===== config.mk =====
export PLATFORM = sky130hd
export DESIGN_NAME = irq_ctrl
export DESIGN_NICKNAME = d
export VERILOG_FILES = /design/src/rtl/irq_ctrl.sv
export SDC_FILE = /design/constraint.sdc
export NUM_CORES = 1
export LEC_CHECK = 0
export BUFFER_PORTS_ARGS = -buffer_cell sky130_fd_sc_hd__buf_2
export CORE_UTILIZATION = 50
export DETAILED_ROUTE_END_ITERATION = 10
export PLACE_DENSITY = 0.88
export SETUP_SLACK_MARGIN = 0.05
export SLEW_MARGIN = 40
export SYNTH_ARGS = -nofsm -noshare
export SYNTH_HDL_FRONTEND = slang
export SYNTH_SLANG_ARGS = --single-unit

===== constraint.sdc =====
create_clock -name pclk -period 2.7 [get_ports pclk]
set_input_delay 0.405 -clock pclk [delete_from_list [all_inputs] [get_ports pclk]]
set_output_delay 0.405 -clock pclk [all_outputs]
set_load 0.02 [all_outputs]

===== src/rtl/irq_ctrl.sv =====
// Fixed-priority interrupt controller. It synchronises the timer and external lines,
// latches or masks them, and serves PENDING/ENABLE/EDGE/CLAIM on an APB-style bus.
module irq_ctrl #(
   parameter int                    ADDR_WIDTH = 32,
   parameter int                    DATA_WIDTH = 32,
   parameter logic [ADDR_WIDTH-1:0] BASE_ADDR  = ADDR_WIDTH'(32'h1100_8000),
   parameter int                    NUM_EXT    = 7
) (
   input  logic                  pclk,
   input  logic                  rst,
   input  logic [ADDR_WIDTH-1:0] paddr,
   input  logic [DATA_WIDTH-1:0] pdata,
   output logic [DATA_WIDTH-1:0] prdata,
   input  logic                  psel,
   input  logic                  penable,
   input  logic                  pwrite,
   input  logic [3:0]            pstb,
   output logic                  pready,
   output logic                  perr,
   input  logic                  timer_interrupt,
   input  logic [NUM_EXT-1:0]    ext_irq,
   output logic                  cpu_irq,
   output logic [4:0]            irq_id
);
   localparam int NS = NUM_EXT + 1;

   logic [NS-1:0]         sync1_r, s_r, prev_r;
   logic [NS-1:0]         pending_r, enable_r, edge_r, in_service_r;
   logic [NS-1:0]         rise_s, eligible_s, pending_next_s;
   logic [NS-1:0]         claim_set_s, claim_clr_s, done_clr_s, wmask_s;
   logic [4:0]            next_id_s;
   logic [ADDR_WIDTH-1:0] offset_s;
   logic [1:0]            reg_sel_s;
   logic                  access_s, addr_ok_s, err_s, rd_s, wr_s, claim_s, complete_s;
   logic [DATA_WIDTH-1:0] rdata_s, strobe_mask_s;
   logic                  unused_mask_s;

   // Bus decode: address check, access qualification and read mux
   always_comb begin
      access_s   = psel & penable & ~pready;
      offset_s   = paddr - BASE_ADDR;
      reg_sel_s  = offset_s[3:2];
      addr_ok_s  = (offset_s <= ADDR_WIDTH'(12)) && (offset_s[1:0] == 2'b00);
      err_s      = ~addr_ok_s | (pwrite & (reg_sel_s == 2'd0));
      wr_s       = access_s & ~err_s & pwrite;
      rd_s       = access_s & ~err_s & ~pwrite;
      claim_s    = rd_s & (reg_sel_s == 2'd3) & (irq_id != 5'd0);
      complete_s = wr_s & (reg_sel_s == 2'd3);
      strobe_mask_s = {{8{pstb[3]}}, {8{pstb[2]}}, {8{pstb[1]}}, {8{pstb[0]}}};
      wmask_s       = strobe_mask_s[NS-1:0];
      unused_mask_s = ^strobe_mask_s[DATA_WIDTH-1:NS];
      case (reg_sel_s)
         2'd0:    rdata_s = DATA_WIDTH'(pending_r);
         2'd1:    rdata_s = DATA_WIDTH'(enable_r);
         2'd2:    rdata_s = DATA_WIDTH'(edge_r);
         2'd3:    rdata_s = DATA_WIDTH'(irq_id);
         default: rdata_s = {DATA_WIDTH{1'b0}};
      endcase
   end

   // Per-source pending/claim/complete terms and lowest-index priority pick
   always_comb begin
      rise_s     = s_r & ~prev_r;
      eligible_s = pending_r & enable_r & ~in_service_r;
      next_id_s  = 5'd0;
      for (int i = NS - 1; i >= 0; i--) begin
         next_id_s = eligible_s[i] ? 5'(i + 1) : next_id_s;
      end
      for (int i = 0; i < NS; i++) begin
         claim_set_s[i] = claim_s && (irq_id == 5'(i + 1));
         claim_clr_s[i] = claim_set_s[i] & edge_r[i];
         done_clr_s[i]  = complete_s && (pdata == DATA_WIDTH'(i + 1));
         // a fresh edge in the claim cycle keeps the source pending
         pending_next_s[i] = edge_r[i] ? (rise_s[i] | (pending_r[i] & ~claim_clr_s[i])) : s_r[i];
      end
   end

   // State and registered outputs
   always_ff @(posedge pclk) begin
      if (rst) begin
         sync1_r      <= {NS{1'b0}};
         s_r          <= {NS{1'b0}};
         prev_r       <= {NS{1'b0}};
         pending_r    <= {NS{1'b0}};
         enable_r     <= {NS{1'b0}};
         edge_r       <= {NS{1'b0}};
         in_service_r <= {NS{1'b0}};
         cpu_irq      <= 1'b0;
         irq_id       <= 5'd0;
         pready       <= 1'b0;
         perr         <= 1'b0;
         prdata       <= {DATA_WIDTH{1'b0}};
      end else begin
         sync1_r   <= {ext_irq, timer_interrupt};
         s_r       <= sync1_r;
         prev_r    <= s_r;
         pending_r <= pending_next_s;
         if (wr_s && (reg_sel_s == 2'd1)) begin
            enable_r <= (enable_r & ~wmask_s) | (pdata[NS-1:0] & wmask_s);
         end
         if (wr_s && (reg_sel_s == 2'd2)) begin
            edge_r <= (edge_r & ~wmask_s) | (pdata[NS-1:0] & wmask_s);
         end
         in_service_r <= (in_service_r | claim_set_s) & ~done_clr_s;
         cpu_irq      <= |eligible_s;
         irq_id       <= next_id_s;
         pready       <= access_s;
         perr         <= access_s & err_s;
         prdata       <= rd_s ? rdata_s : {DATA_WIDTH{1'b0}};
      end
   end
endmodule


==> summary.txt <==
Outcome
  • Status: completed

Pwr
  • Pwr per Cell Area: 524 nW/um2
  • Max VDD drop: between 300 and 400 uV
  • Tot Pwr: ~2300 uW
  • Pleak: roughly 0.0017 uW

Layout
  • Sequential cell area: ~1400 um2
  • Final nets: 595
  • Layout cells sized above 1: roughly 29%
  • Multi-input gate area: between 1500 and 2000 um2
  • # fillers: about 600
  • Finished Cell Area: about 4400 um2
  • Final non-filler cell total: 617
  • Area delta synth->final: 24.9%

Floorplanning
  • Die Y: 85.7 um
  • Io pins: 121
  • Row count: 30
  • Die width: approximately 86 um
  • Core ar.: roughly 6800 um2
  • Initial Util: 51.6%
  • Die area: between 7000 and 8000 um2

Synthesis
  • Post-synth EDFFs: 0
  • Synth top area share: about two fifths
  • Yosys warns: 0
  • Compound-gate portion of the synthesized area: 16.1%
  • Largest family of logic cells by synthesized area: simple AND/OR/NAND/NOR gates
  • Synth area leaders: dfxtp_1, buf_4, nor2b_1, nand3_1, nor4_1
  • Largest area contributor in the netlist: dfxtp_1
  • Post-synthesis xor/xnor area fraction: 0.500%
  • Ys async rst share: 0%
  • Synth Area in Simple Gates: roughly 31%
  • #FFs+latches synth: 71
  • Cell with the most instances after synthesis: dfxtp_1
  • Synth Cell Area: 3500 um2
  • Synth Flop Type: dfxtp_1
  • Top cells by count, synth: dfxtp_1, nand3_1, nor2b_1
  • Syn avg cell area: 8.76 um2
  • Register area share after synthesis: 40.6%
  • Synth cell types: 52
  • Cells after Synth: 400
  • Post-synthesis mux area share: 3.71%
  • Synth Area in Adders: less than 1%

Clock network
  • Clock root buffer: clkbuf_8
  • Max H-tree Level: 3
  • Post_cts resized: 0
  • CTS tree: built
  • Clk sink count: 71
  • Post-CTS Repair Setup Buffers: 0
  • Clock Latency Late Sink: between 300 and 400 ps
  • Hold bufs inserted after CTS: 0
  • Clock buffer depth: 2
  • CTS buffer count: 9
  • CTS clk-pin slew, worst paths: 70 ps

Routing
  • Drt pass-1 iters: 5
  • Antenna Nets Post-Route: 0
  • WL/cell: 15.3 um
  • Via-to-Cell Ratio: between 5 and 6
  • Initial drt markers: between 200 and 300
  • # DRC: 0
  • DR vias: between 3k and 4k
  • Routed WL: roughly 9400 um

Placement
  • Detailed-placement wirelength estimate: a little over 7000 um
  • GP Congestion: 0.934
  • IO buf count: 92
  • Total placed cells including tap cells: between 500 and 600
  • Cell Area, Placed: a little over 4000 um2

GRT
  • Met2 usage: a little over two fifths
  • First-pass GRT wire length: between 10000 and 15000 um
  • Met1 usage in global routing: roughly 32%
  • Global routing usage on met3: under 10%
  • Vias in the first global route: 3211
  • Initial antenna violation count: 3
  • Total GRT Usage: a little over a quarter
  • GR peak layer: met2
  • Overflow after GRT: 0
  • Pin count of the biggest net entering global routing: between 40 and 50

Timing
  • Period utilization: 87.0%
  • RSZ-0062 raised after global routing: false
  • Worst Tran Pin Value: 582 ps
  • Hold_ws: 258 ps
  • Fin crit period: approximately 2300 ps
  • Worst slew margin: between 60% and 70%
  • Setup TNS: 0 ps
  • Clock Skews: 8.94 ps
  • Endpoints failing hold: 0
  • Max frequency: 426 MHz
  • Final setup vio count: 0
  • Pins Over Slew Limit: 0

Setup path
  • Critical path arrival: 2600 ps
  • CP Capture Type: register
  • Critical Path RT: 2950 ps
  • CP max FO: 7
  • CP Class: in -> reg
  • Crit start category: input pin

Hold path
  • Worst hold path class: in -> reg

Job
  • Max_cap viols: 0
-- routing by layer --
metal | vias to the layer above | part of all wire [%]
met4 | 0 | 3.1
met1 | 1599 | 40
met2 | 201 | 48
met5 | - | 0
li1 | 1667 | -
met3 | 33 | 8.6
-- worst paths after layout --
path | startpoint | endpoint | slack, ps | cells past startpoint
max | paddr[19] | pending_r[5] | 350 | 7
min reg2reg | sync1_r[5] | s_r[5] | 440 | 1
min | timer_interrupt | sync1_r[0] | 260 | 2
max reg2reg | pready | in_service_r[3] | 830 | 6
-- cell type report --
class                           instances  area share, %
Timing Repair Buffer                  118           15.3
Antenna cell                            3          0.171
Multi-Input combinational cell        303           43.2
Tap cell                               96           2.74
Sequential cell                        71           32.5
Inverter                               10          0.857
Clock buffer                           12           3.54
Clock inverter                          4           1.74
-- report_power, final --
part	switching [uW]	internal, uW
clock network	396	574
logic	153	101
registers	6.17	1070
total	555	1740
-- worst max-delay path, cell delays in order --
cell,delay [ps]
buf_2,130
nor3_4,290
a31oi_1,150
o31a_1,350
a211o_1,390
or4_1,610
a22o_1,270
-- metrics by stage --
stage	util, %	setup WS (ps)
global placement	60.9	44.4
global route	64.4	207
floorplan	-	273
CTS	64.3	393
finish	64.4	351
detailed placement	60.9	29.1
-- cells in the final DEF (no fill, tap or decap), types with 4 or more instances in the layout --
cell type  instances
buf_2             92
dfxtp_1           71
nand3_1           30
nor2b_1           26
o21ai_0           25
nand2_1           25
conb_1            25
buf_4             25
nor4_1            24
a21oi_1           23
nor2_1            15
clkbuf_8          11
inv_1             10
nand4_1           10
nor3_1             9
nand3b_1           8
o31a_1             8
nor4b_1            8
o21a_1             7
mux2i_1            4
mux4_2             4
-- cells by family (layout without fill, tap and decap cells) --
family                   after synthesis  count (layout)
XOR/XNOR                               2               2
AO/OA/AOI/OAI                         84              84
buffers and inverters                 50             144
adder cells (fa/ha/maj)                1               1
multiplexers                           8               8
other                                  1              28
flip-flops                            71              71
AND/OR/NAND/NOR                      183             183
No activity file was read; power rests on OpenSTA's default activity.
